===== src/rtl/shift_reg_param_pkg.sv =====
// Shared types and helpers for the shift_reg_param slice: FSM states,
// mode encodings and the bit-counter width function.
package shift_pkg;

  typedef enum logic [1:0] {
    IDLE    = 2'd0,
    SIPO_RX = 2'd1,
    PISO_TX = 2'd2
  } state_t;

  localparam logic MODE_SIPO = 1'b0;
  localparam logic MODE_PISO = 1'b1;

  // Wide enough to hold WIDTH itself (the parity cycle counts to WIDTH).
  function automatic int cnt_width(input int width);
    return $clog2(width + 1);
  endfunction

endpackage


===== src/rtl/shift_reg_param_bit_counter.sv =====
// Modulo counter with enable, synchronous clear and terminal-count flag.
// Wraps to zero when enabled on the terminal value MAX.
module bit_counter #(
  parameter int CW  = 3,
  parameter int MAX = 3
) (
  input  logic          clk,
  input  logic          rst,
  input  logic          en,
  input  logic          clr,
  output logic [CW-1:0] cnt,
  output logic          tc
);

  localparam logic [CW-1:0] TC_VAL = CW'(MAX);

  assign tc = (cnt == TC_VAL);

  always_ff @(posedge clk or negedge rst) begin
    if (!rst)       cnt <= '0;
    else if (clr)   cnt <= '0;
    else if (en)    cnt <= tc ? '0 : cnt + CW'(1);
  end

endmodule


===== src/rtl/shift_reg_param.sv =====
// Parametrised SIPO/PISO shift register with framing counter and strobes.
// Define SHIFT_PARITY_EN to add the parity output and the PISO parity bit.
module shift_reg_param
  import shift_pkg::*;
#(
  parameter int WIDTH     = 4,
  parameter bit MSB_FIRST = 1'b1
) (
  input  logic             clk,
  input  logic             rst,
  input  logic             mode,
  input  logic             in,
  input  logic             in_en,
  input  logic [WIDTH-1:0] pin,
  input  logic             load,
  output logic [WIDTH-1:0] q,
  output logic             pvalid,
  output logic             sout,
  output logic             busy,
  output logic             done
`ifdef SHIFT_PARITY_EN
  ,
  output logic             parity
`endif
);

  localparam int CW = cnt_width(WIDTH);
`ifdef SHIFT_PARITY_EN
  localparam int TX_BITS = WIDTH + 1;
`else
  localparam int TX_BITS = WIDTH;
`endif
  localparam logic [CW-1:0] RX_LAST = CW'(WIDTH - 1);

  state_t           state, state_nx;
  logic [WIDTH-1:0] sr, sr_rx, sr_tx;
  logic [CW-1:0]    cnt;
  logic             tx_last, rx_last;
  logic             rx_shift, rx_done, tx_start, tx_step, tx_end;
  logic             cnt_en, cnt_clr, tx_first, tx_next;
`ifdef SHIFT_PARITY_EN
  logic             tx_par;
`endif

  // One counter serves both directions; SIPO completion clears it early.
  bit_counter #(.CW(CW), .MAX(TX_BITS - 1)) u_cnt (
    .clk (clk),
    .rst (rst),
    .en  (cnt_en),
    .clr (cnt_clr),
    .cnt (cnt),
    .tc  (tx_last)
  );

  assign rx_last = (cnt == RX_LAST);

  always_ff @(posedge clk or negedge rst) begin
    if (!rst) state <= IDLE;
    else      state <= state_nx;
  end

  always_comb begin
    state_nx = state;
    case (state)
      IDLE: begin
        if (mode == MODE_SIPO && in_en)     state_nx = SIPO_RX;
        else if (mode == MODE_PISO && load) state_nx = PISO_TX;
      end
      SIPO_RX: if (in_en && rx_last) state_nx = IDLE;
      PISO_TX: if (tx_last)          state_nx = IDLE;
      default: state_nx = IDLE;
    endcase
  end

  always_comb begin
    rx_shift = in_en && ((state == IDLE && mode == MODE_SIPO) || state == SIPO_RX);
    rx_done  = (state == SIPO_RX) && in_en && rx_last;
    tx_start = (state == IDLE) && (mode == MODE_PISO) && load;
    tx_step  = (state == PISO_TX);
    tx_end   = tx_step && tx_last;
    cnt_en   = rx_shift || tx_step;
    cnt_clr  = rx_done || tx_end;
    sr_rx    = MSB_FIRST ? {sr[WIDTH-2:0], in} : {in, sr[WIDTH-1:1]};
    sr_tx    = MSB_FIRST ? (sr << 1) : (sr >> 1);
    tx_first = MSB_FIRST ? pin[WIDTH-1] : pin[0];
    tx_next  = MSB_FIRST ? sr[WIDTH-2] : sr[1];
`ifdef SHIFT_PARITY_EN
    if (cnt == RX_LAST) tx_next = tx_par;
`endif
  end

  always_ff @(posedge clk or negedge rst) begin
    if (!rst) begin
      sr     <= '0;
      q      <= '0;
      pvalid <= 1'b0;
      sout   <= 1'b0;
      busy   <= 1'b0;
      done   <= 1'b0;
    end else begin
      pvalid <= rx_done;
      done   <= tx_end;
      if (rx_shift) sr <= sr_rx;
      if (rx_done)  q  <= sr_rx;
      if (tx_start) begin
        sr   <= pin;
        sout <= tx_first;
        busy <= 1'b1;
      end else if (tx_end) begin
        sout <= 1'b0;
        busy <= 1'b0;
      end else if (tx_step) begin
        sr   <= sr_tx;
        sout <= tx_next;
      end
    end
  end

`ifdef SHIFT_PARITY_EN
  always_ff @(posedge clk or negedge rst) begin
    if (!rst) begin
      parity <= 1'b0;
      tx_par <= 1'b0;
    end else begin
      if (rx_done)  parity <= ^sr_rx;
      if (tx_start) tx_par <= ^pin;
    end
  end
`endif

endmodule


===== config.mk =====
export PLATFORM = sky130hd
export DESIGN_NAME = shift_reg_param
export DESIGN_NICKNAME = d
export VERILOG_FILES = /design/src/rtl/shift_reg_param_pkg.sv /design/src/rtl/shift_reg_param_bit_counter.sv /design/src/rtl/shift_reg_param.sv
export SDC_FILE = /design/constraint.sdc
export NUM_CORES = 1
export LEC_CHECK = 0
export ABC_AREA = 1
export BUFFER_PORTS_ARGS = -buffer_cell sky130_fd_sc_hd__clkbuf_2
export CAP_MARGIN = 0
export CORE_MARGIN = 4
export CORE_UTILIZATION = 49
export CTS_CLUSTER_SIZE = 10
export DETAILED_ROUTE_END_ITERATION = 7
export GPL_ROUTABILITY_DRIVEN = 1
export PLACE_DENSITY = 0.73
export SYNTH_ARGS = -nofsm -noshare
export SYNTH_HDL_FRONTEND = slang
export SYNTH_SLANG_ARGS = --single-unit

===== constraint.sdc =====
create_clock -name clk -period 1.6 [get_ports clk]
set_input_delay 0.24 -clock clk [delete_from_list [all_inputs] [get_ports clk]]
set_output_delay 0.24 -clock clk [all_outputs]
set_load 0.1 [all_outputs]

Yosys cells after proc, flatten, opt, wreduce, memory -nomap -nowiden
Cells that the tools add are included.
{ "totals": {"register_bits": 17, "in_bits": 10, "output_inout_bits": 8, "wordCells": 51} }
{ "classes": {"n_addsub": 1, "eq_ne": 6, "mux": 17, "bitwise": 1, "n_reduce_logical": 18} }
{ "op_table": {"columns": ["op", "count"], "rows": [
  ["4-bit two-way mux", 4],
  ["1-bit logical AND", 10],
  ["3-bit two-way mux", 3],
  ["2-bit two-way mux", 4],
  ["2-bit case mux with 3 select lines", 1],
  ["1-bit two-way mux", 5],
  ["2-bit inequality test, second input constant", 2],
  ["2-bit nonzero test", 2],
  ["3-bit by 1-bit adder with 3-bit output, second input constant", 1],
  ["3-bit by 2-bit == test with 1-bit output, second input constant", 1],
  ["1-bit logical OR", 3],
  ["3-bit inequality test, second input constant", 1],
  ["3-bit AND reduction", 1],
  ["3-bit nonzero test", 1],
  ["2-bit by 1-bit == test with 1-bit output, second input constant", 1],
  ["2-bit == test, second input constant", 1],
  ["2-bit logical NOT", 1],
  ["1-bit inverter", 1]
]} }

Logic depth before layout (Yosys ltp)
{ "logic_depth": {"word_depth": 8, "mapped_depth": 7, "depth_no_buf": 7} }

By module
Synthesis repeated with hierarchy kept, for this count alone.
{ "unflattened": {"cells_unflattened": 96, "area_unflattened_um2": 760.7} }
{ "modules_own_cells": {"columns": ["mod", "n_inst", "cells_each", "area_per_inst_um2", "seq_area_each_um2"], "rows": [
  ["shift_reg_param", 1, 75, 603.1, 325.3],
  ["bit_counter", 1, 21, 157.7, 75.1]
]} }

Least setup slack after synthesis
OpenSTA, ideal clock, no wires.
{ "synth_path": {"path_type": "register to register", "from": "register sout (netlist name)", "to": "register sout", "setup_ns": 0.082, "arrival_time_ns": 1.174, "required_ns": 1.518, "path_slack_ns": 0.344, "stages_incl_launch_ff": 3, "n_path_buf": 0, "synth_period_minus_slack_ns": 1.256, "cell_sequence": "dfrtp_1 -> nand2_1 -> a31oi_1"} }
{ "synth_rtl": {"columns": ["item", "line", "rtl"], "rows": [
  ["end signal, assigned", "shift_reg_param.sv:107", "sout <= tx_first;"],
  ["end signal, assigned", "shift_reg_param.sv:114", "sout <= tx_next;"],
  ["end, declared", "shift_reg_param.sv:18", "output logic sout,"]
]} }

Worst setup path in the final report
{ "layout_path": {"from": "register u_cnt.cnt[0]", "to": "register sr[2]"} }
{ "layout_via": {"elab_chain_len": 4} }
{ "layout_lines": {"columns": ["item", "line", "rtl"], "rows": [
  ["start, declared", "shift_reg_param_bit_counter.sv:11", "output logic [CW-1:0] cnt,"],
  ["start signal, assigned", "shift_reg_param_bit_counter.sv:22", "else if (en) cnt <= tc ? '0 : cnt + CW'(1);"],
  ["3-bit by 2-bit == test with 1-bit output", "shift_reg_param_bit_counter.sv:17", "assign tc = (cnt == TC_VAL);"],
  ["1-bit logical AND", "shift_reg_param.sv:80", "tx_end = tx_step && tx_last;"],
  ["4-bit two-way mux", "shift_reg_param.sv:109", "end else if (tx_end) begin"],
  ["4-bit two-way mux", "shift_reg_param.sv:105", "if (tx_start) begin"],
  ["end signal, assigned", "shift_reg_param.sv:103", "if (rx_shift) sr <= sr_rx;"],
  ["end signal, assigned", "shift_reg_param.sv:106", "sr <= pin;"],
  ["end signal, assigned", "shift_reg_param.sv:113", "sr <= sr_tx;"],
  ["end, declared", "shift_reg_param.sv:36", "logic [WIDTH-1:0] sr, sr_rx, sr_tx;"]
]} }
No other way between the ends.
A chain may end at the register's enable or synchronous reset.

==> impl_metrics.ini <==
[sta]
setup_viol = 0
fmax_mhz = 747
layout_min_cycle_time_ns = 1.34
finClkSkew_ns = 0.00424
setup_tns_ns = 0
final_max_slew_viol_count = 0
setup_repair_after_global_routing_missed_its_margin = false
layout_worst_path_cycle_share = 0.837
hold_violations = 0
transition_at_the_pin_with_the_smallest_max_transition_slack_ns = 0.543
finalWorstSetupSlack_ns = 0.262
max-slew-margin-rel = 0.639

[placement]
port_buffers = 17
dpl.hpwl_um = 1020
preCtsSetupSlack_ns = 0.293
numPlacedInstances = 113
gpl.final_weighted_congestion = 0.776

[flow_run]
timing.max_cap.violations = 0

[worst_setup_path]
timing.setup.critical_path_class = reg2reg
worstPathRequired_ns = 1.77
cp-start-kind = flip-flop
worst-endpoint-arrival_ns = 1.51
critical_path.max_fanout = 8
setup.reg_to_reg.worst_slack_ns = 0.26
cp-end-kind = flip-flop

[cts]
tritoncts = built
cts.sink_count = 16
worst_setup_hold_path_clk_slew_ns = 0.09
insertion_delay_ns = 0.28
clock_tree.htree_level_count = 1
numCtsBuffers = 3
clockRootBuffer = sky130_fd_sc_hd__clkbuf_4
cts_post_setup_buffers_inserted = 0
cts_hold_buf = 1
clockBufferDepth = 2
cts_resized = 0

[yosys]
mappedNetlistNets = 92
netlist.top_cell.by_area = sky130_fd_sc_hd__dfrtp_1
ys_types = 17
synth_seq_cells = 16
syn_area_per_cell_um2 = 8.99
top_area_cell_type_share_of_the_netlist_area = 0.550
yosysWarningCount = 0
synth.area.top_cells = sky130_fd_sc_hd__dfrtp_1, sky130_fd_sc_hd__nand2_1, sky130_fd_sc_hd__nand3_1
synthCells = 81
synth_sequential_area_ratio = 0.550
synth.cell_area_um2 = 728

[floorplanning]
io-pin-count = 18
die_area_mm2 = 0.00217
dieHeight_um = 46.6
chipWidth_um = 46.6
initial_core_util = 0.539
row_count = 13
floorplan.core_area_mm2 = 0.00135

[layout]
layout.nets = 115
register_area_um2 = 400
multi_input_area_um2 = 290
area_growth_pct = 18.7
layout-drive-gt1-share = 0.304
antenna-diode-count = 0
most_common_cell_after_layout_fill_and_taps_aside = sky130_fd_sc_hd__nand2_1
fillCellCount = 124
instances_no_fill = 117
layout.cells.most_common_list = sky130_fd_sc_hd__nand2_1, sky130_fd_sc_hd__clkbuf_2, sky130_fd_sc_hd__dfrtp_1, sky130_fd_sc_hd__inv_1, sky130_fd_sc_hd__nand3_1

[drt]
antenna_violating_nets_left = 0
first_pass_iters = 4
dr.first_iter.drc_count = 3
post_drt_wl_per_cell_um = 11.3
avgViaCountPerCell = 4.79
routed-via-count = 561
finalWirelength_um = 1320
drc = 0

[min_path]
hold_class = in2reg

[grt]
first_global_vias = 551
grt_pass1_wl_um = 2250
antenna_found_initial = 0
track_usage = 0.150
grt_max_degree = 17
grt_remaining_overflow = 0

[outcome]
status = completed
==> final timing paths <==
path	cells after the start	end	startpoint
max	7	sr[2]	u_cnt.cnt[0]
min	3	sr[1]	pin[1]
max reg2reg	7	sr[2]	u_cnt.cnt[0]
min reg2reg	2	q[0]	q[0]
max in group asynchronous	2	q[2]	rst
min in group asynchronous	2	u_cnt.cnt[2]	rst
==> synthesized netlist by cell type <==
cell / count
sky130_fd_sc_hd__nand2_1: 19
sky130_fd_sc_hd__dfrtp_1: 16
sky130_fd_sc_hd__inv_1: 8
sky130_fd_sc_hd__nand3_1: 8
sky130_fd_sc_hd__nor2_1: 7
sky130_fd_sc_hd__a21oi_1: 5
sky130_fd_sc_hd__o21ai_0: 4
sky130_fd_sc_hd__nor2_2: 3
sky130_fd_sc_hd__inv_2: 2
sky130_fd_sc_hd__nand2_2: 2
sky130_fd_sc_hd__a21oi_2: 1
sky130_fd_sc_hd__a31oi_1: 1
sky130_fd_sc_hd__ha_1: 1
sky130_fd_sc_hd__nand2_4: 1
sky130_fd_sc_hd__nand3_2: 1
sky130_fd_sc_hd__nand3b_1: 1
sky130_fd_sc_hd__nor2_8: 1
==> metrics by stage <==
stage	utilization	instance area [um2]	hold slack (ns)
after CTS	0.640	865	0.157
after floorplan	-	728	-0.0556
final	0.640	865	0.157
after global placement	0.616	832	0.176
after detailed placement	0.616	832	0.182
after global routing	0.640	865	0.160
==> kinds of logic after synthesis <==
kind of cell	share of synthesized area
compound gates	0.0825
buf+inv	0.0516
flops	0.550
simple gates	0.299
fa+ha+maj	0.0172
==> worst max-delay path: stages, from the launching register on <==
cell and delay [ns]:
sky130_fd_sc_hd__dfrtp_1 0.40, sky130_fd_sc_hd__ha_1 0.24, sky130_fd_sc_hd__nand2_4 0.15, sky130_fd_sc_hd__nand3_1 0.15
sky130_fd_sc_hd__nand3_1 0.13, sky130_fd_sc_hd__nand2_1 0.06, sky130_fd_sc_hd__nand3_1 0.06, sky130_fd_sc_hd__nand2_1 0.05
==> registers in the layout, indices dropped and copies added (netlist names) <==
signal	count
q	4
busy	1
done	1
state	2
pvalid	1
sr	3
u_cnt.cnt	3
sout	1
==> metal layers <==
metal,share of wire,wire length (um),track usage,vias up
li1,-,-,-,298
met1,0.51,669,0.198,242
met2,0.41,548,0.220,17
met3,0.058,77,0.0391,4
met4,0.019,25,0.0852,0
met5,0,0,0,-
==> area by class of cell <==
| class | count | area share |
|---|---|---|
| inverter | 10 | 0.0434 |
| timing repair buffer | 18 | 0.110 |
| sequential | 16 | 0.463 |
| multi-input combinational | 55 | 0.336 |
| tap | 15 | 0.0217 |
| clock buffer | 3 | 0.0260 |
Power is left out: the tool's default activity adds up to more than one toggle a clock period on the data nets, which glitch-free logic cannot reach.
